--- config.mk ---
export PLATFORM = sky130hd
export DESIGN_NAME = clock_display_mux
export DESIGN_NICKNAME = d
export VERILOG_FILES = /design/src/rtl/clock_display_mux.sv
export SDC_FILE = /design/constraint.sdc
export NUM_CORES = 1
export LEC_CHECK = 0
export CAP_MARGIN = 30
export CORE_ASPECT_RATIO = 1.75
export CORE_MARGIN = 2
export CORE_UTILIZATION = 54
export CTS_CLUSTER_DIAMETER = 60
export DETAILED_ROUTE_END_ITERATION = 16
export GPL_TIMING_DRIVEN = 0
export PLACE_DENSITY = 0.8
export SLEW_MARGIN = 10
export SYNTH_ARGS = -nofsm -noshare
export SYNTH_HDL_FRONTEND = slang
export SYNTH_SLANG_ARGS = --single-unit
--- constraint.sdc ---
create_clock -name clk -period 3.3 [get_ports clk]
set_input_delay 0.495 -clock clk [delete_from_list [all_inputs] [get_ports clk]]
set_output_delay 0.495 -clock clk [all_outputs]
set_load 0.02 [all_outputs]
--- src/rtl/clock_display_mux.sv ---
// Six-digit multiplexed seven-segment driver for the 24-hour clock counter.
// Snapshots the BCD time once per frame and scans it onto a shared segment bus.
module clock_display_mux #(
    parameter int REFRESH_DIV   = 1000,
    parameter int GUARD         = 2,
    parameter bit BLANK_LEADING = 1'b1
) (
    input  logic       clk,
    input  logic       reset,
    input  logic [3:0] sec_units,
    input  logic [3:0] sec_tens,
    input  logic [3:0] min_units,
    input  logic [3:0] min_tens,
    input  logic [3:0] hour_units,
    input  logic [1:0] hour_tens,
    output logic [6:0] seg,
    output logic [5:0] an,
    output logic       dp,
    output logic       frame_start,
    output logic       err
);

    localparam int              PC_W    = $clog2(REFRESH_DIV);
    localparam logic [PC_W-1:0] PC_LAST = PC_W'(REFRESH_DIV - 1);
    localparam logic [PC_W-1:0] PC_ON   = PC_W'(GUARD);

    logic [PC_W-1:0] pc;
    logic [2:0]      idx;
    logic            running;
    logic [3:0]      sh_su, sh_st, sh_mu, sh_mt, sh_hu;
    logic [1:0]      sh_ht;

    logic       snap;
    logic [5:0] hour_val;
    logic       hour_bad;
    logic [5:0] bad;
    logic [3:0] digit;
    logic       digit_bad;
    logic [6:0] seg_next;

    function automatic logic [6:0] decode(input logic [3:0] d);
        case (d)
            4'd0:    decode = 7'h3F;
            4'd1:    decode = 7'h06;
            4'd2:    decode = 7'h5B;
            4'd3:    decode = 7'h4F;
            4'd4:    decode = 7'h66;
            4'd5:    decode = 7'h6D;
            4'd6:    decode = 7'h7D;
            4'd7:    decode = 7'h07;
            4'd8:    decode = 7'h7F;
            4'd9:    decode = 7'h6F;
            default: decode = 7'h40;
        endcase
    endfunction

    // The cycle after reset is a pre-frame: it forces a snapshot and parks the scan at slot 0.
    assign snap = !running || (pc == PC_LAST && idx == 3'd5);

    assign hour_val = 6'(sh_ht) * 6'd10 + 6'(sh_hu);
    assign hour_bad = hour_val > 6'd23;

    always_comb begin
        bad[0] = sh_su > 4'd9;
        bad[1] = sh_st > 4'd5;
        bad[2] = sh_mu > 4'd9;
        bad[3] = sh_mt > 4'd5;
        bad[4] = (sh_hu > 4'd9) || hour_bad;
        bad[5] = (sh_ht == 2'd3) || hour_bad;
    end

    always_comb begin
        digit     = 4'd0;
        digit_bad = 1'b0;
        case (idx)
            3'd0:    begin digit = sh_su;         digit_bad = bad[0]; end
            3'd1:    begin digit = sh_st;         digit_bad = bad[1]; end
            3'd2:    begin digit = sh_mu;         digit_bad = bad[2]; end
            3'd3:    begin digit = sh_mt;         digit_bad = bad[3]; end
            3'd4:    begin digit = sh_hu;         digit_bad = bad[4]; end
            3'd5:    begin digit = {2'b00, sh_ht}; digit_bad = bad[5]; end
            default: begin digit = 4'd0;          digit_bad = 1'b0;   end
        endcase
        if (digit_bad)
            seg_next = 7'h40;
        else if (BLANK_LEADING && idx == 3'd5 && sh_ht == 2'd0)
            seg_next = 7'h00;
        else
            seg_next = decode(digit);
    end

    always_ff @(posedge clk or negedge reset) begin
        if (!reset) begin
            pc          <= '0;
            idx         <= 3'd0;
            running     <= 1'b0;
            sh_su       <= 4'd0;
            sh_st       <= 4'd0;
            sh_mu       <= 4'd0;
            sh_mt       <= 4'd0;
            sh_hu       <= 4'd0;
            sh_ht       <= 2'd0;
            seg         <= 7'h00;
            an          <= 6'b0;
            dp          <= 1'b0;
            frame_start <= 1'b0;
            err         <= 1'b0;
        end else begin
            running     <= 1'b1;
            frame_start <= snap;
            if (snap) begin
                sh_su <= sec_units;
                sh_st <= sec_tens;
                sh_mu <= min_units;
                sh_mt <= min_tens;
                sh_hu <= hour_units;
                sh_ht <= hour_tens;
            end
            if (!running) begin
                pc  <= '0;
                idx <= 3'd0;
            end else if (pc == PC_LAST) begin
                pc  <= '0;
                idx <= (idx == 3'd5) ? 3'd0 : idx + 3'd1;
            end else begin
                pc <= pc + 1'b1;
            end
            // Outputs describe the slot of the current cycle, hence one cycle of latency.
            seg <= running ? seg_next : 7'h00;
            an  <= (running && pc >= PC_ON) ? (6'd1 << idx) : 6'b0;
            dp  <= running && (idx == 3'd2 || idx == 3'd4) && !sh_su[0];
            err <= running && (|bad);
        end
    end

endmodule

==> flow_summary.ini <==
[status]
status = completed

[worst_setup_path]
r2r-start = idx[0]
cpPeakStageDelay_ns = 0.47
crit_type = register to register
startpoint = idx[0]
arrival_ns = 3.19
crit_chain = buf_2 -> inv_2 -> nor2_1 -> ha_1 -> nand2_1 -> o21ai_1 -> a221oi_2 -> inv_1 -> ha_1 -> or3_1 -> o2bb2ai_1 -> a221o_1
cp_data_required_time_ns = 3.53
crit_fanout = 10
crit_family = compound AO/OA/AOI/OAI gates
end_kind = register
cp-start-kind = register
cpMostUsedCell = ha_1
r2r_slack_ns = 0.34
rr_worst_depth = 12
path_buf_inv = 3
critical-path-slowest-cell = dfrtp_1
reg2reg_to = seg[6]

[yosys]
synth_edf_count = 0
ys_ff_latch = 52
ys_types = 55
synth_warnings = 0
syn_area_per_cell_sq_um = 11.3
synth-main-ff-cell = dfrtp_1
synth_area_sq_mm = 0.00267
ys_seq_area_share_pct = 48.8
syn_nets = 273
synthCells = 237
async_flop_share_pct = 100

[route]
ant_nets = 0
wl_per_cell_um = 16.5
wirelength_um = 5580
drc = 0
routed_via_density = 5.91
drtIter0Drc = 51
vias = 2005
drtPass1Iterations = 4

[cells_and_area]
n_antenna_cell = 0
syn2layout_area_growth_pct = 22.7
final_common_cell = dfrtp_1
instances_no_fill = 339
finalNetCount = 322
final_cell_area_sq_mm = 0.00327
drive_gt1_share_pct = 19.2
final_cell_mix = dfrtp_1, clkdlybuf4s50_1, mux2_2

[floorplanning]
ios = 40
die_h_um = 97.0
die-area_sq_mm = 0.00554
core_area_sq_mm = 0.00471
die_w_um = 57.1
initial_core_util_pct = 56.7
row_count = 33

[sta]
fin_crit_sh_pct = 89.7
finalHoldViolations = 0
setup_viol = 0
setup_ws_ns = 0.340
skew_ns = 0.0134
period_needed_ns = 2.96
fmax_mhz = 338
slew_violations = 0
rsz0062_at_grt = no
max_slew_margin_pct = 52.8
worst_pin_slew_ns = 0.704
fin_tns_setup_ns = 0

[placement]
placed_cell_area_sq_mm = 0.00314
dp_worst_setup_slack_ns = 0.178
port-buffer-count = 39
dp_hpwl_um = 4200
routabilityCongestion = 0.920
post-place-cells = 329

[worst_hold_path]
hp-class = input port to asynchronous set/reset pin

[grt]
grt_usage_pct = 21.9
grt_pass1_wl_um = 9590
antenna_found_initial = 0
grt_pass1_vias = 2043
grt-ovfl-total = 0
grt_start_max_net_pins = 39

[power]
power_density_mw_per_mm2 = 433
clkPwrFrac_pct = 32.5
power.switching_uw = 367
p_int_uw = 1050
switching_share_pct = 25.9
peakVddDrop_uv = 421
comb_power_share_pct = 17.1
seqPwrFrac_pct = 50.5
total_power_uw = 1420
p_leak_uw = 0.00140

[clock_network]
cts_tree = done
insertion_delay_ns = 0.31
cts.sinks = 52
post_cts_resized = 0
cts_buffer_depth = 2
clkTransAtPathRegs_ns = 0.10
hold_buffers = 0
clock-root-buffer = clkbuf_8
cts_buffers = 5
ctsHtreeMaxLevel = 2

[run]
drv_cap = 0
## how the worst max path moves through the flow
stage,end,cells past startpoint
3_3_place_gp,seg[6],10
4_1_cts,seg[6],10
3_5_place_dp,seg[6],10
5_1_grt,seg[6],12
2_1_floorplan,seg[6],10
6_report,seg[6],12
## flip-flops by register name, summed over array words and instances, names as in the netlist
signal	cells
sh_hu	4
frame_start	1
seg	7
err	1
dp	1
sh_su	4
running	1
sh_st	4
an	6
idx	3
pc	10
sh_ht	2
sh_mu	4
sh_mt	4
## cell usage after synthesis, types with 2 or more instances
cell | n | area share (%)
nand3_1 | 7 | 1.3
inv_1 | 8 | 1.1
ha_1 | 11 | 5.2
nand4_1 | 2 | 0.47
xor2_1 | 3 | 0.99
and3_1 | 4 | 0.94
a21o_1 | 2 | 0.56
nand3b_1 | 6 | 1.7
buf_6 | 2 | 0.84
buf_4 | 2 | 0.56
nand2_1 | 15 | 2.1
a21oi_1 | 8 | 1.5
nor4_1 | 5 | 1.2
mux2i_1 | 4 | 1.5
dfrtp_1 | 52 | 49
or3_1 | 5 | 1.2
nor3_1 | 3 | 0.56
xnor2_1 | 6 | 2.0
a31oi_1 | 4 | 0.94
a221oi_2 | 2 | 1.1
buf_2 | 2 | 0.38
o21ai_0 | 9 | 1.7
mux2_2 | 23 | 9.7
nor2_1 | 20 | 2.8
o21ai_1 | 2 | 0.38
## area by class of cell
| type | instances | area [sq um] |
|---|---|---|
| clock inverters | 2 | 38.8 |
| repair buffers | 42 | 420 |
| fillers | 388 | 1430 |
| well taps | 52 | 65.1 |
| inverters | 10 | 37.5 |
| multi-input cells | 169 | 1280 |
| plain buffers | 6 | 47.5 |
| clock buffers | 6 | 82.6 |
| flip-flops and latches | 52 | 1300 |
## power by group through the flow
| stage | clock network [uW] | logic [uW] | registers, uW |
|---|---|---|---|
| 2_1_floorplan | 0 | 128 | 731 |
| 6_report | 460 | 242 | 716 |
| 4_1_cts | 467 | 239 | 715 |
| 3_5_place_dp | 0 | 238 | 728 |
| 5_1_grt | 487 | 268 | 722 |
| 3_3_place_gp | 0 | 227 | 726 |
## cell families after synthesis
group | count (synthesis) | synth area share [%]
simple gates | 78 | 15.9
flops | 52 | 48.8
compound gates | 41 | 11.1
mux | 28 | 12.1
buf+inv | 16 | 3.19
fa+ha+maj | 12 | 5.91
xor+xnor | 9 | 2.96
other cells | 1 | 0.141
## what timing repair did
action,in CTS,in global routing
endpoints found under the setup margin,0,1
buffers inserted,0,2
hold endpoints to repair,0,0
## metal layers
| layer | vias to the layer above | share of wire (%) | GRT usage [%] |
|---|---|---|---|
| li1 | 949 | - | - |
| met1 | 998 | 40 | 26.2 |
| met2 | 45 | 54 | 36.4 |
| met3 | 13 | 2.6 | 2.67 |
| met4 | 0 | 3.6 | 13.4 |
| met5 | - | 0 | 0 |
## through the flow
step / utilization, % / hold WS (ns)
6_report: 69.6 / 0.0775
5_1_grt: 69.6 / 0.110
4_1_cts: 69.2 / 0.0841
3_5_place_dp: 66.7 / 0.423
3_3_place_gp: 66.3 / 0.453
2_1_floorplan: - / 0.199
Note: power is estimated with default switching activity, not from simulation.
